===== config.mk =====
export PLATFORM = sky130hd
export DESIGN_NAME = layer1_mac_sequencer_flat
export DESIGN_NICKNAME = d
export VERILOG_FILES = /design/src/rtl/layer1_mac_sequencer_pkg.sv /design/src/rtl/layer1_mac_sequencer_if.sv /design/src/rtl/layer1_mac_sequencer_tap_counter.sv /design/src/rtl/layer1_mac_sequencer.sv /design/src/flat_wrapper.sv
export SDC_FILE = /design/constraint.sdc
export NUM_CORES = 1
export LEC_CHECK = 0
export BUFFER_PORTS_ARGS = -buffer_cell sky130_fd_sc_hd__buf_2
export CAP_MARGIN = 15
export CORE_AREA = 2 2 264 266
export CTS_CLUSTER_SIZE = 12
export DETAILED_ROUTE_END_ITERATION = 6
export DIE_AREA = 0 0 266 268
export PLACE_DENSITY = 0.32
export SYNTH_ARGS = -nofsm -noshare
export SYNTH_HDL_FRONTEND = slang
export SYNTH_HIERARCHICAL = 1
export SYNTH_SLANG_ARGS = --single-unit

===== constraint.sdc =====
create_clock -name clk -period 3.75 [get_ports clk]
set_clock_uncertainty 0.1 [all_clocks]
set_input_delay 0 -clock clk [delete_from_list [all_inputs] [get_ports clk]]
set_output_delay 0 -clock clk [all_outputs]
set_load 0.05 [all_outputs]

===== src/rtl/layer1_mac_sequencer_pkg.sv =====
// Shared definitions for the Layer-1 MAC sequencer.
//   LANES/DATA_W/VEC_W : geometry of the 10-lane MAC array datapath.
//   ST_* localparams   : sequencer state encoding, wrapped by state_e.
//   cnt_w()            : counter width able to hold 0..maxval (min 1 bit).
package layer1_mac_sequencer_pkg;

  localparam int LANES  = 10;
  localparam int DATA_W = 16;
  localparam int VEC_W  = LANES * DATA_W;

  localparam logic [1:0] ST_IDLE_ENC  = 2'd0;
  localparam logic [1:0] ST_ACCUM_ENC = 2'd1;
  localparam logic [1:0] ST_DRAIN_ENC = 2'd2;
  localparam logic [1:0] ST_HOLD_ENC  = 2'd3;

  typedef enum logic [1:0] {
    ST_IDLE  = ST_IDLE_ENC,
    ST_ACCUM = ST_ACCUM_ENC,
    ST_DRAIN = ST_DRAIN_ENC,
    ST_HOLD  = ST_HOLD_ENC
  } state_e;

  function automatic int cnt_w(input int maxval);
    return (maxval < 1) ? 1 : $clog2(maxval + 1);
  endfunction

endpackage


===== src/rtl/layer1_mac_sequencer_if.sv =====
// Bundle of the sequencer's three data paths:
//   input stream  : in_valid/in_ready/in_pixels/in_weight
//   array side    : mac_pixels/mac_weight/mac_clr out, mac_column in
//   output stream : out_valid/out_ready/out_column
// master = sequencer view, slave = surrounding (source, array, sink) view.
interface layer1_mac_sequencer_if;

  logic                                      in_valid;
  logic                                      in_ready;
  logic [layer1_mac_sequencer_pkg::VEC_W-1:0]  in_pixels;
  logic [layer1_mac_sequencer_pkg::DATA_W-1:0] in_weight;

  logic [layer1_mac_sequencer_pkg::VEC_W-1:0]  mac_pixels;
  logic [layer1_mac_sequencer_pkg::DATA_W-1:0] mac_weight;
  logic                                      mac_clr;
  logic [layer1_mac_sequencer_pkg::VEC_W-1:0]  mac_column;

  logic                                      out_valid;
  logic                                      out_ready;
  logic [layer1_mac_sequencer_pkg::VEC_W-1:0]  out_column;

  modport master (
    input  in_valid, in_pixels, in_weight, mac_column, out_ready,
    output in_ready, mac_pixels, mac_weight, mac_clr, out_valid, out_column
  );

  modport slave (
    output in_valid, in_pixels, in_weight, mac_column, out_ready,
    input  in_ready, mac_pixels, mac_weight, mac_clr, out_valid, out_column
  );

endinterface


===== src/rtl/layer1_mac_sequencer_tap_counter.sv =====
// Tap counter for one dot-product vector.
//   clk, reset : clock, async active-low reset
//   clr_i      : return to 0 (highest priority)
//   load_i     : start a vector, count becomes 1
//   inc_i      : count one more tap, saturates at LIMIT
//   last_o     : count equals LIMIT-1, i.e. the next tap completes the vector
module layer1_mac_sequencer_tap_counter #(
  parameter int LIMIT = 9,
  parameter int CNT_W = 4
) (
  input  logic clk,
  input  logic reset,
  input  logic clr_i,
  input  logic load_i,
  input  logic inc_i,
  output logic last_o
);

  logic [CNT_W-1:0] cnt_q;
  logic [CNT_W-1:0] cnt_d;

  always_comb begin
    cnt_d = cnt_q;
    if (clr_i)
      cnt_d = '0;
    else if (load_i)
      cnt_d = CNT_W'(1);
    else if (inc_i && (cnt_q < CNT_W'(LIMIT)))
      cnt_d = cnt_q + CNT_W'(1);
  end

  always_ff @(posedge clk or negedge reset) begin
    if (!reset)
      cnt_q <= '0;
    else
      cnt_q <= cnt_d;
  end

  assign last_o = (cnt_q == CNT_W'(LIMIT - 1));

endmodule


===== src/rtl/layer1_mac_sequencer.sv =====
// Upstream control stage for the Layer-1 10-lane MAC array.
// Accepts TAPS (pixel-vector, weight) beats, steers them into the array,
// waits MAC_LAT clocks for the last product to land, then captures the
// 160-bit column and offers it downstream until accepted.
//   clk        : system clock, rising edge
//   reset      : asynchronous active-low reset
//   bus.in_*   : input beat stream (valid/ready, pixels, weight)
//   bus.mac_*  : array drive (pixels, weight, clr) and array result (column)
//   bus.out_*  : result stream (valid/ready, column)
module layer1_mac_sequencer
  import layer1_mac_sequencer_pkg::*;
#(
  parameter int TAPS    = 9,
  parameter int MAC_LAT = 1
) (
  input logic                  clk,
  input logic                  reset,
  layer1_mac_sequencer_if.master bus
);

  localparam int TAP_W = cnt_w(TAPS);
  localparam int LAT_W = cnt_w(MAC_LAT);

  state_e             state_q;
  logic               in_ready_q;
  logic               out_valid_q;
  logic [VEC_W-1:0]   out_column_q;
  logic [LAT_W-1:0]   lat_cnt_q;

  logic               accept;
  logic               tap_last;

  assign accept = bus.in_valid & in_ready_q;

  // Array drive: only an accepted beat reaches the array; a zero product
  // otherwise lets the array hold its running sum.
  assign bus.mac_pixels = accept ? bus.in_pixels : '0;
  assign bus.mac_weight = accept ? bus.in_weight : '0;
  assign bus.mac_clr    = (state_q == ST_IDLE);

  assign bus.in_ready   = in_ready_q;
  assign bus.out_valid  = out_valid_q;
  assign bus.out_column = out_column_q;

  layer1_mac_sequencer_tap_counter #(
    .LIMIT (TAPS),
    .CNT_W (TAP_W)
  ) u_tap_counter (
    .clk    (clk),
    .reset  (reset),
    .clr_i  ((state_q == ST_HOLD) && bus.out_ready),
    .load_i (accept && (state_q == ST_IDLE)),
    .inc_i  (accept && (state_q == ST_ACCUM)),
    .last_o (tap_last)
  );

  always_ff @(posedge clk or negedge reset) begin
    if (!reset) begin
      state_q      <= ST_IDLE;
      in_ready_q   <= 1'b0;
      out_valid_q  <= 1'b0;
      out_column_q <= '0;
      lat_cnt_q    <= '0;
    end else begin
      case (state_q)
        ST_IDLE: begin
          in_ready_q <= 1'b1;
          if (accept) begin
            if (TAPS > 1) begin
              state_q <= ST_ACCUM;
            end else begin
              state_q    <= ST_DRAIN;
              in_ready_q <= 1'b0;
            end
          end
        end
        ST_ACCUM: begin
          if (accept && tap_last) begin
            state_q    <= ST_DRAIN;
            in_ready_q <= 1'b0;
          end
        end
        ST_DRAIN: begin
          // mac_column already reflects the last beat once MAC_LAT clocks have passed
          if (lat_cnt_q == LAT_W'(MAC_LAT)) begin
            out_column_q <= bus.mac_column;
            out_valid_q  <= 1'b1;
            lat_cnt_q    <= '0;
            state_q      <= ST_HOLD;
          end else begin
            lat_cnt_q <= lat_cnt_q + LAT_W'(1);
          end
        end
        ST_HOLD: begin
          if (bus.out_ready) begin
            out_valid_q <= 1'b0;
            in_ready_q  <= 1'b1;
            state_q     <= ST_IDLE;
          end
        end
        default: begin
          state_q    <= ST_IDLE;
          in_ready_q <= 1'b0;
        end
      endcase
    end
  end

endmodule


===== src/flat_wrapper.sv =====
// flat-port wrapper written by rule: the top's interface ports become plain ports
module layer1_mac_sequencer_flat import layer1_mac_sequencer_pkg::*;
#(
  parameter int TAPS    = 9,
  parameter int MAC_LAT = 1
)
  (clk, reset, bus_in_valid, bus_in_pixels, bus_in_weight, bus_mac_column, bus_out_ready, bus_in_ready, bus_mac_pixels, bus_mac_weight, bus_mac_clr, bus_out_valid, bus_out_column);
  layer1_mac_sequencer_if bus_i ();
  input logic clk;
  input logic reset;
  input wire logic [$bits(bus_i.in_valid)-1:0] bus_in_valid;
  input wire logic [$bits(bus_i.in_pixels)-1:0] bus_in_pixels;
  input wire logic [$bits(bus_i.in_weight)-1:0] bus_in_weight;
  input wire logic [$bits(bus_i.mac_column)-1:0] bus_mac_column;
  input wire logic [$bits(bus_i.out_ready)-1:0] bus_out_ready;
  output wire logic [$bits(bus_i.in_ready)-1:0] bus_in_ready;
  output wire logic [$bits(bus_i.mac_pixels)-1:0] bus_mac_pixels;
  output wire logic [$bits(bus_i.mac_weight)-1:0] bus_mac_weight;
  output wire logic [$bits(bus_i.mac_clr)-1:0] bus_mac_clr;
  output wire logic [$bits(bus_i.out_valid)-1:0] bus_out_valid;
  output wire logic [$bits(bus_i.out_column)-1:0] bus_out_column;
  assign bus_i.in_valid = bus_in_valid;
  assign bus_i.in_pixels = bus_in_pixels;
  assign bus_i.in_weight = bus_in_weight;
  assign bus_i.mac_column = bus_mac_column;
  assign bus_i.out_ready = bus_out_ready;
  assign bus_in_ready = bus_i.in_ready;
  assign bus_mac_pixels = bus_i.mac_pixels;
  assign bus_mac_weight = bus_i.mac_weight;
  assign bus_mac_clr = bus_i.mac_clr;
  assign bus_out_valid = bus_i.out_valid;
  assign bus_out_column = bus_i.out_column;
  layer1_mac_sequencer #(.TAPS(TAPS), .MAC_LAT(MAC_LAT)) u_core (.clk(clk), .reset(reset), .bus(bus_i));
endmodule

# Yosys cells after proc, flatten, opt, wreduce, memory -nomap -nowiden
# Index checks and enable logic that the tools add are counted.
# Widths: inputs -> output; s select.
# classes
n_bitwise	1
n_mux	17
n_reduce_logical	13
magnitude_cmp	1
n_addsub	2
n_eq_ne	8
# op_table
cell	n
$mux 160	1
$mux 16	1
$mux 4	3
$mux 2	4
$pmux 2 s4	1
$reduce_and 3->1	2
$reduce_bool 3->1	2
$logic_and 1x1->1	5
$mux 1	5
$add 4x1->4 const B	1
$eq 2x2->1 const B	2
$eq 4x4->1 const B	1
$lt 4x4->1 const B	1
$ne 2x1->1 const B	2
$ne 2x2->1 const B	2
$reduce_and 4->1	1
$pmux 1 s3	1
$eq 2x1->1 const B	1
$logic_not 2->1	1
$pmux 1 s2	1
$reduce_and 2->1	1
$reduce_bool 2->1	1
$add 1x1->1 const B	1
$and 1x1->1	1
# word_totals
word_cells	48
reg_bits	169
input_bits	340
output_inout_bits	339

# Longest topological paths before layout
# Gate-level depths: netlist of run 1.
# depth
word_depth	6
mapped_depth	7
ltp_nobuf	7

# Cells and area by module
# The synthesis of run 1 kept the hierarchy.
# modules_own_cells
module	instances	seq_area_each_um2	cells_per_inst	area_each_um2
layer1_mac_sequencer	1	4129.0	588	7963.9
layer1_mac_sequencer_tap_counter	1	100.1	29	281.5

# Worst setup path before layout of run 1
# Ideal clock, no wire load.
# synth_timing
path_type	register to register
from	register u_core.in_ready_q (netlist: u_core/bus.in_ready)
to	register u_core.u_tap_counter.cnt_q[0]
setup_ns	0.096
path_slack_ns	1.848
required_ns	3.554
period_less_slack_ns	1.902
n_path_buf	2
arrival_ns	1.707
stages_incl_launch_ff	7
cell_sequence	dfrtp_1 > buf_4 > clkbuf_1 > and3_1 > nor2_1 > and3_4 > nor4_2
# synth_between
elab_chain_cells	4
elab_cells_between_ends	7
classes_between	2 x mux; 1 x bitwise; 4 x reduce/logical
# synth_lines
element	line_no	text
start: declaration	layer1_mac_sequencer.sv:25	logic in_ready_q;
start signal: assignment	layer1_mac_sequencer.sv:60	in_ready_q <= 1'b0;
start signal: assignment	layer1_mac_sequencer.sv:67	in_ready_q <= 1'b1;
start signal: assignment	layer1_mac_sequencer.sv:73	in_ready_q <= 1'b0;
$and 1x1->1 (*)	layer1_mac_sequencer.sv:33	assign accept = bus.in_valid & in_ready_q;
$logic_and 1x1->1, on equally long branches	layer1_mac_sequencer.sv:52, layer1_mac_sequencer.sv:53	
$mux 4 or $logic_and 1x1->1 (tied branches)	layer1_mac_sequencer_tap_counter.sv:26, layer1_mac_sequencer_tap_counter.sv:28	
$mux 4 or $reduce_bool 3->1 (tied branches)	-	
end signal: assignment	layer1_mac_sequencer_tap_counter.sv:36	cnt_q <= cnt_d;
end: declaration	layer1_mac_sequencer_tap_counter.sv:19	logic [CNT_W-1:0] cnt_q;
# Every way passes the cells marked *; elsewhere a longest branch is shown, timed or not.
# A chain may end at the register's enable or synchronous reset.

# Worst setup path in the final report of run 1
# layout_timing
from	register u_core.in_ready_q (netlist: u_core/bus.in_ready)
to	output port bus_mac_pixels[32]
# layout_between
elab_chain_cells	2
# layout_lines
element	line_no	text
$and 1x1->1	layer1_mac_sequencer.sv:33	
$mux 160	layer1_mac_sequencer.sv:37	assign bus.mac_pixels = accept ? bus.in_pixels : '0;
end: declaration	flat_wrapper.sv:17	output wire logic [$bits(bus_i.mac_pixels)-1:0] bus_mac_pixels;
# No other way between the ends.

==> impl_metrics.tcl, run 1 <==
set metrics [dict create \
    clk_path_buf_depth 2 \
    maxSlewHeadroom 0.365 \
    ff2ff_path_depth 5 \
    drc 0 \
    crit_family "flip-flops" \
    netlist.area_leader.share 0.513 \
    cts_tree "yes" \
    gp_congestion 0.798 \
    seq_area_frac_synth 0.513 \
    peakVddDrop_mv 0.487 \
    grt_overflow 0 \
    power.total_mw 12.8 \
    arrival_ps 2520 \
    start_kind "register" \
    leakage_nw 8.09 \
    setup_tns_ps 0 \
    cts_hold_buf 162 \
    die_y_um 268 \
    startpoint "u_core/bus.in_ready" \
    vias_per_cell 3.58 \
    ant_nets 0 \
    reg2reg_to "u_core/bus.out_column[149]" \
    track_usage 0.138 \
    numClockSinks 169 \
    crit_type "register to primary output" \
    antenna_found_initial 27 \
    vias 8355 \
    r2r_start "u_core/state_q[0]" \
    dieArea_mm2 0.0713 \
    path_buf_inv 2 \
    rows 96 \
    hold_path_class "input port to async pin" \
    grt_pass1_wl_mm 69.3 \
    ys_seq_elements 169 \
    grt_pass1_vias 9208 \
    hold_violations 0 \
    path_cells "buf_12 > and3_1 > buf_2" \
    required_ps 3650 \
    syn_area_per_cell_um2 13.4 \
    clk_pin_slew_ps 80 \
    cp_max_fo 101 \
    clk_latency_ps 450 \
    cp-endpoint "bus_mac_pixels[32]" \
    ys_top_cells_by_area "dfrtp_1 51%, mux2_4 18%, and3_1 14%, mux2_2 8.2%, clkbuf_1 1.6%" \
    drive_above_1_share 0.615 \
    tightest_slew_ps 952 \
    cap_violations 0 \
    first_pass_iters 4 \
    max_stage_delay_ps 990 \
    yosys_warnings 6 \
    syn_inst 617 \
    drtIter0Drc 347 \
    grt_setup_unrepaired "no" \
    pwr_density_cell_mw_per_mm2 866 \
    cp-end-kind "primary output" \
    wire_per_inst_um 22.0 \
    numCtsBuffers 17 \
    cts.repair.resized 0 \
    die_w_um 266 \
    critPathSlowestCell "dfrtp_4" \
    setup_viol 0 \
    io_buffer_count 678 \
    syn_nets 965 \
    syn-cell-area_mm2 0.00825 \
    coreArea_mm2 0.0682 \
    grt_start_max_net_pins 102 \
    yosys.area.top_type "dfrtp_1" \
    reg2reg_slack_ps 1320 \
    htree_levels 4 \
    final.period_utilization 0.698 \
    initial_core_util 0.121 \
    slew_viol_final 0 \
    fin_nets 1777 \
    syn_to_final_growth_pct 79.6 \
    ios 679 \
    cts_root_buf "clkbuf_16" \
    fmax_ghz 0.382 \
    dp_hpwl_mm 42.4 \
    min_period_ps 2620 \
    outcome "completed" \
    yosys.cell_types.count 33 \
    cts_setup_buffers 0 \
    drt_wl_total_mm 51.3 \
    cp.depth 3 \
]
## worst min-delay path by stage
| stage | end | slack, ps | depth (start not counted) |
|---|---|---|---|
| after floorplan | u_core/bus.in_ready | -400 | 0 |
| after global placement | u_core/bus.out_column[2] | -8 | 1 |
| after detailed placement | u_core/bus.out_column[34] | -10 | 1 |
| after CTS | u_core/bus.in_ready | 20 | 4 |
| after global routing | u_core/bus.in_ready | 80 | 4 |
| final | u_core/bus.out_column[34] | 10 | 2 |
## Yosys cell counts (all sizes together)
library cell	instances
a2111oi	1
a21boi	1
a21oi	2
a31oi	1
a41oi	1
and2	1
and3	179
buf	21
clkbuf	36
dfrtp	169
ha	8
inv	7
mux2	161
mux2i	2
nand2	7
nand2b	1
nand3b	1
nor2	5
nor2b	3
nor3	2
nor4	1
o21a	1
o21ai	3
o311a	1
or4	1
xor2	1
## flip-flops by register name, indices dropped and copies added (netlist names)
| register | count |
|---|---|
| u_core/lat_cnt_q | 1 |
| u_core/bus.in_ready | 1 |
| u_core/bus.out_valid | 1 |
| u_core/bus.out_column | 160 |
| u_core/u_tap_counter/cnt_q | 4 |
| u_core/state_q | 2 |
## placed cells by master (no fill, tap or decap), types with 2 or more instances in the layout
| master | count |
|---|---|
| a21oi_1 | 2 |
| and3_1 | 178 |
| buf_12 | 3 |
| buf_2 | 676 |
| buf_4 | 8 |
| bufinv_16 | 2 |
| clkbuf_16 | 17 |
| clkbuf_8 | 2 |
| clkinv_2 | 3 |
| clkinvlp_4 | 3 |
| dfrtp_1 | 168 |
| diode_2 | 11 |
| dlygate4sd3_1 | 162 |
| ha_1 | 8 |
| inv_1 | 7 |
| inv_6 | 2 |
| inv_8 | 2 |
| mux2_2 | 60 |
| mux2_4 | 100 |
| mux2i_1 | 2 |
| nand2_1 | 5 |
| nor2_1 | 5 |
| nor2b_1 | 3 |
| nor3_1 | 2 |
| o21ai_0 | 2 |
## kinds of logic after synthesis
| logic type | Yosys count | share of synthesized area |
|---|---|---|
| and+or+nand+nor | 201 | 0.152 |
| DFF | 169 | 0.513 |
| muxes | 163 | 0.268 |
| buffers and inverters | 64 | 0.0413 |
| AOI/OAI and AO/OA | 11 | 0.0131 |
| adders and majority gates | 8 | 0.0121 |
| xor gates and xnor gates | 1 | 0.00106 |
## worst reg2reg max path, cell delays in order, from the launching register on
cell     delay [ps]
dfrtp_1         400
inv_1           100
ha_1            320
nand2_8         520
buf_4           480
mux2_2          390
## routing by layer
layer / GRT usage / vias up / share of wire
met4: 0.0623 / 18 / 0.038
met3: 0.0425 / 80 / 0.073
met5: 0 / - / 0.0024
met2: 0.281 / 412 / 0.57
li1: - / 3820 / -
met1: 0.123 / 4025 / 0.32
## stage by stage
stage,worst slack [ps],area (um^2),cells,util,hold WS [ps]
final,1130,14800,2335,0.217,14.6
after CTS,1100,14800,2324,0.217,16.5
after detailed placement,1280,12600,2130,0.184,-12.4
after floorplan,1850,8250,617,-,-396
after global placement,1320,12600,2130,0.184,-8.06
after global routing,992,14800,2332,0.217,79.9
## layout make-up
cell class	instances	area, um^2
clock inverter	12	138
antenna	11	27.5
fill	7538	53400
multi-input combinational	384	3690
sequential	169	4230
clock buffer	20	457
timing repair buffer	850	5140
tap	882	1100
inverter	7	26.3
## where the power goes
group          switching, mW  internal (mW)  leakage, nW
Sequential             0.530           2.77         1.97
Combinational           5.15           2.53         5.83
Clock                  0.818           1.03        0.287
Note: power is estimated with default switching activity, not from simulation.
==> run 2: changes to the inputs <==
Settings changed: ABC_AREA from default to 1, CORE_AREA 2 2 264 266 to 2 2 263 265, DIE_AREA 0 0 266 268 to 0 0 265 267.
Clock period 3.75 ns to 2.5 ns, I/O delays scaled along.
==> run 2 against run 1 <==
Compared with the run above:
- core utilization grew 0.13 points
- flip-flop and latch count unchanged
- sequential share of layout area is 0.091 points lower
- die area fell by 0.75%
- non-clock buffer count is 15 higher
- worst hold slack barely moved
- first-iteration DRC count grew 18%
- wire length down 8.4%
- cell count up 22%
- register-to-register slack lost 780 ps
- combinational power is 39% higher
- critical endpoint is now u_core/bus.out_column[60]
==> impl_metrics.tcl, run 2 <==
set metrics [dict create \
    io_buffer_count 678 \
    largest_register_ffs 160 \
    track_usage 0.128 \
    clk_latency_ps 480 \
    ios 679 \
    min_period_ps 1960 \
    grt_start_max_net_pins 107 \
    syn-cell-area_mm2 0.00806 \
    rows 96 \
    synth_common_cells "507 x nand2_1, 191 x inv_1, 183 x nor2_1" \
    drc 0 \
    power.share.sequential 0.265 \
    ys_seq_elements 169 \
    post-synth-top-count-cell "nand2_1" \
    synth_edf_count 0 \
    tightest_slew_ps 657 \
    layout.cells.most_common "buf_2" \
    drt_wl_total_mm 47.0 \
    grt_overflow 0 \
    cts_root_buf "clkbuf_16" \
    drtIter0Drc 409 \
    maxSlewHeadroom 0.562 \
    vias 10000 \
    cp_max_fo 23 \
    ys_top_cells_by_area "dfrtp_1 52%, nand2_1 24%, inv_1 8.9%, nor2_1 8.5%, buf_2 1.8%" \
    hold_violations 0 \
    numClockSinks 169 \
    p_int_mw 8.09 \
    syn_area_per_cell_um2 7.11 \
    vias_per_cell 3.51 \
    htree_levels 4 \
    gp_congestion 0.832 \
    netlist.area_leader.share 0.525 \
    numCtsBuffers 17 \
    fmax_ghz 0.510 \
    antenna_found_initial 14 \
    layout_common_cells "677 x buf_2, 506 x nand2_1, 188 x inv_1, 183 x nor2_1, 168 x dfrtp_1" \
    coreArea_mm2 0.0680 \
    cts_tree "yes" \
    yosys.area.top_type "dfrtp_1" \
    pwr_density_cell_mw_per_mm2 1230 \
    outcome "completed" \
    peakVddDrop_mv 0.830 \
    ys_async_sr_fraction 1.00 \
    first_pass_iters 7 \
    n_antenna_cell 0 \
    grt_setup_unrepaired "no" \
    leakage_nw 8.95 \
    ant_nets 0 \
    setup_tns_ps 0 \
    power_frac_comb 0.582 \
    seq_area_frac_synth 0.525 \
    syn_inst 1134 \
    grt_pass1_wl_mm 66.1 \
    dp_hpwl_mm 37.6 \
    power_switching_mw 10.2 \
    crit_type "register to register" \
    hold_path_class "input port to async pin" \
    yosys_most_used_dff "dfrtp_1" \
    yosys_warnings 6 \
    slew_viol_final 0 \
    required_ps 2820 \
    clk_path_buf_depth 2 \
    fin_nets 2313 \
    arrival_ps 2280 \
    die_y_um 267 \
    fin_ws_ps 539 \
    wire_per_inst_um 16.4 \
    dieArea_mm2 0.0708 \
    syn_nets 1482 \
    drive_above_1_share 0.378 \
    place_ws_ps 589 \
    syn_to_final_growth_pct 84.3 \
    cap_violations 0 \
    clockPowerShare 0.154 \
    setup_viol 0 \
    switching_share 0.559 \
    die_w_um 265 \
    clk_pin_slew_ps 70 \
    initial_core_util 0.119 \
    start_kind "register" \
    grt_pass1_vias 10300 \
    final.period_utilization 0.785 \
    yosys.cell_types.count 16 \
    cp-end-kind "register" \
]
==> run 2: layout make-up <==
| cell class | instances | area, um^2 |
|---|---|---|
| Fill cell | 7748 | 53100 |
| Timing Repair Buffer | 865 | 5320 |
| Sequential cell | 169 | 4230 |
| Multi-Input combinational cell | 719 | 2870 |
| Tap cell | 882 | 1100 |
| Inverter | 193 | 727 |
| Clock buffer | 18 | 439 |
| Clock inverter | 14 | 168 |
==> run 2: power groups by stage <==
stage / Clock (mW) / Combinational [mW] / Sequential (mW)
2_1_floorplan: 0 / 2.93 / 9.32
3_3_place_gp: 0 / 10.5 / 4.88
3_5_place_dp: 0 / 10.5 / 4.84
4_1_cts: 2.97 / 10.7 / 4.85
5_1_grt: 3.06 / 11.4 / 5.02
6_report: 2.82 / 10.7 / 4.85
==> run 2: stage by stage <==
stage	total power, mW	hold WS (ps)	area, um^2	std cells	utilization
final	18.3	14.3	14800	2860	0.218
after global routing	19.5	46.8	14800	2860	0.218
after CTS	18.6	1.19	14800	2854	0.218
after detailed placement	15.4	-8.17	12500	2657	0.184
after global placement	15.4	-4.26	12500	2657	0.184
after floorplan	12.2	-396	8060	1134	-
==> run 2: final timing paths <==
| kind | start | to | slack (ps) | depth (start not counted) |
|---|---|---|---|---|
| worst max register to register | u_core/state_q[0] | u_core/bus.out_column[60] | 540 | 7 |
| min in group clk | bus_mac_column[69] | u_core/bus.out_column[69] | 140 | 4 |
| worst min register to register | u_core/bus.out_column[153] | u_core/bus.out_column[153] | 370 | 2 |
| max in group asynchronous | reset | u_core/bus.out_column[41] | 1520 | 3 |
| worst max-delay path | u_core/state_q[0] | u_core/bus.out_column[60] | 540 | 7 |
| worst min-delay path | reset | u_core/bus.out_column[60] | 10 | 2 |
==> run 2: worst max-delay path, cell delays in order, from the launching register on <==
cell and delay, ps:
dfrtp_1 420, inv_1 170, ha_1 340, nand2_8 90
inv_4 310, buf_4 300, nand2_1 80, nand2_1 60
==> run 2: what timing repair did <==
action                                 4_1_cts  5_1_grt
hold buffers                               165        0
setup endpoints to repair                    0        1
resized for setup                            0        8
setup buffers                                0        7
endpoints found under the hold margin      298        0
==> run 2: layer usage <==
layer | vias to the layer above | global-route usage | wire length (um)
met5 | - | 0 | 108
met4 | 18 | 0.0605 | 1820
met3 | 75 | 0.0441 | 3790
met2 | 437 | 0.234 | 24200
met1 | 4642 | 0.130 | 17100
li1 | 4874 | - | -
==> run 2: kinds of logic after synthesis <==
logic type                 after synthesis  synth area share
AOI/OAI and AO/OA                        6           0.00373
adders and majority gates                8            0.0124
DFF                                    169             0.525
and+or+nand+nor                        705             0.335
buffers and inverters                  246             0.124
==> run 3: changes to the inputs <==
Clock period 2.5 ns to 1.85 ns, I/O delays scaled along.
==> run 3 against run 2 <==
Compared with the run above:
- first-iteration DRC count is 2.0% lower
- flip-flop and latch count unchanged
- register-to-register slack got worse by 340 ps
- clock power grew 26%
- global-route usage rose by 0.47 points
- worst hold slack improved by 150 ps
- sequential share of layout area is 0.67 points lower
- via count increased by 0.67%
- setup slack worse by 490 ps
==> impl_metrics.tcl, run 3 (synthesis results as in run 2) <==
set metrics [dict create \
    outcome "completed" \
    layout.cells.most_common "buf_2" \
    tightest_slew_ps 511 \
    htree_levels 4 \
    drt_wl_total_mm 49.3 \
    io_buffer_count 678 \
    antenna_found_initial 13 \
    cp-end-kind "primary output" \
    cap_violations 0 \
    required_ps 1750 \
    m1WireLength_mm 17.8 \
    drc 0 \
    grt_start_max_net_pins 94 \
    grt_overflow 0 \
    critPathSlowestCell "dfrtp_2" \
    max_stage_delay_ps 430 \
    fin_ws_ps 51.1 \
    grt_pass1_wl_mm 69.2 \
    coreArea_mm2 0.0680 \
    clk_path_buf_depth 2 \
    vias_per_cell 3.52 \
    gp_congestion 0.851 \
    min_period_ps 1800 \
    initial_core_util 0.119 \
    first_pass_iters 6 \
    largest_register_ffs 160 \
    cp_max_fo 15 \
    ios 679 \
    dieArea_mm2 0.0708 \
    clk_pin_slew_ps 70 \
    r2r_start "u_core/state_q[0]" \
    startpoint "u_core/bus.in_ready" \
    numCtsBuffers 17 \
    wire_per_inst_um 17.1 \
    numClockSinks 169 \
    slew_viol_final 0 \
    peakVddDrop_mv 0.938 \
    maxSlewHeadroom 0.659 \
    setup_viol 0 \
    drive_above_1_share 0.381 \
    path_buf_inv 2 \
    hold_violations 0 \
    track_usage 0.132 \
    drtIter0Drc 401 \
    final.period_utilization 0.972 \
    ant_nets 0 \
    start_kind "register" \
    min-delay-start "bus_mac_column[33]" \
    topRoutingLayerUsed "met5" \
    reg2reg_slack_ps 200 \
    wl_met3_mm 3.99 \
    rows 96 \
    path_cells "nand2_8 > buf_4 > nor2_1 > buf_2" \
    power.total_mw 24.5 \
    die_y_um 267 \
    layout_common_cells "589 x buf_2, 506 x nand2_1, 191 x inv_1, 180 x nor2_1, 168 x dfrtp_1" \
    routed-wl-met2_mm 25.7 \
    syn_to_final_growth_pct 88.7 \
    clk_latency_ps 450 \
    grt_pass1_vias 10500 \
    die_w_um 265 \
    cts_root_buf "clkbuf_16" \
    crit_type "register to primary output" \
    fmax_ghz 0.556 \
    crit_family "buffers and inverters" \
    hold_path_class "input port to register" \
    place_ws_ps 90.6 \
    pwr_density_cell_mw_per_mm2 1610 \
    fin_nets 2325 \
    arrival_ps 1700 \
    dp_hpwl_mm 39.8 \
    leakage_nw 9.06 \
    vias 10100 \
    cts_tree "yes" \
]
[run 3: per-layer routing]
metal | vias up | track usage
li1 | 4897 | -
met1 | 4703 | 0.133
met2 | 441 | 0.249
met3 | 62 | 0.0480
met4 | 10 | 0.0502
met5 | - | 0
[run 3: stage by stage]
step / hold slack [ps] / area, um^2 / std cells / TNS, ps / util
final: 161 / 15200 / 2876 / 0 / 0.224
after detailed placement: -162 / 12600 / 2671 / 0 / 0.186
after floorplan: -396 / 8060 / 1134 / 0 / -
after global routing: 142 / 15200 / 2875 / -18.9 / 0.224
after global placement: -161 / 12600 / 2671 / 0 / 0.186
after CTS: 117 / 15100 / 2869 / -311 / 0.222
[run 3: repair_timing]
item,4_1_cts,5_1_grt
gates cloned,0,2
hold buffers,165,0
setup buffers,1,1
resized for setup,75,27
pin swaps,1,1
endpoints found under the setup margin,168,148
hold endpoints to repair,337,0
[run 3: worst paths after layout]
check                                        endpoint  depth (start not counted)
setup / recovery                   bus_mac_pixels[38]                          4
hold / removal              u_core/bus.out_column[33]                          4
setup reg to reg           u_core/bus.out_column[105]                          8
hold reg to reg             u_core/bus.out_column[77]                          2
max in group asynchronous   u_core/bus.out_column[99]                          5
min in group asynchronous   u_core/bus.out_column[31]                          4
[run 3: cell type report]
class                           instances  area, um^2
Clock inverter                         11        86.3
Tap cell                              882        1100
Inverter                              193         727
Clock buffer                           21         470
Timing Repair Buffer                  876        5700
Sequential cell                       169        4230
Antenna cell                            4        10.0
Fill cell                            7758       52800
Multi-Input combinational cell        720        2880
[run 3: tightest hold or removal path, delay by kind of cell]
kind	cells	cell delay, ps
and+or+nand+nor	2	80
buffers and inverters	2	600
[run 3: power by group]
group,switching (mW),internal (mW)
Clock,1.70,1.85
Sequential,1.00,5.53
Combinational,11.0,3.42
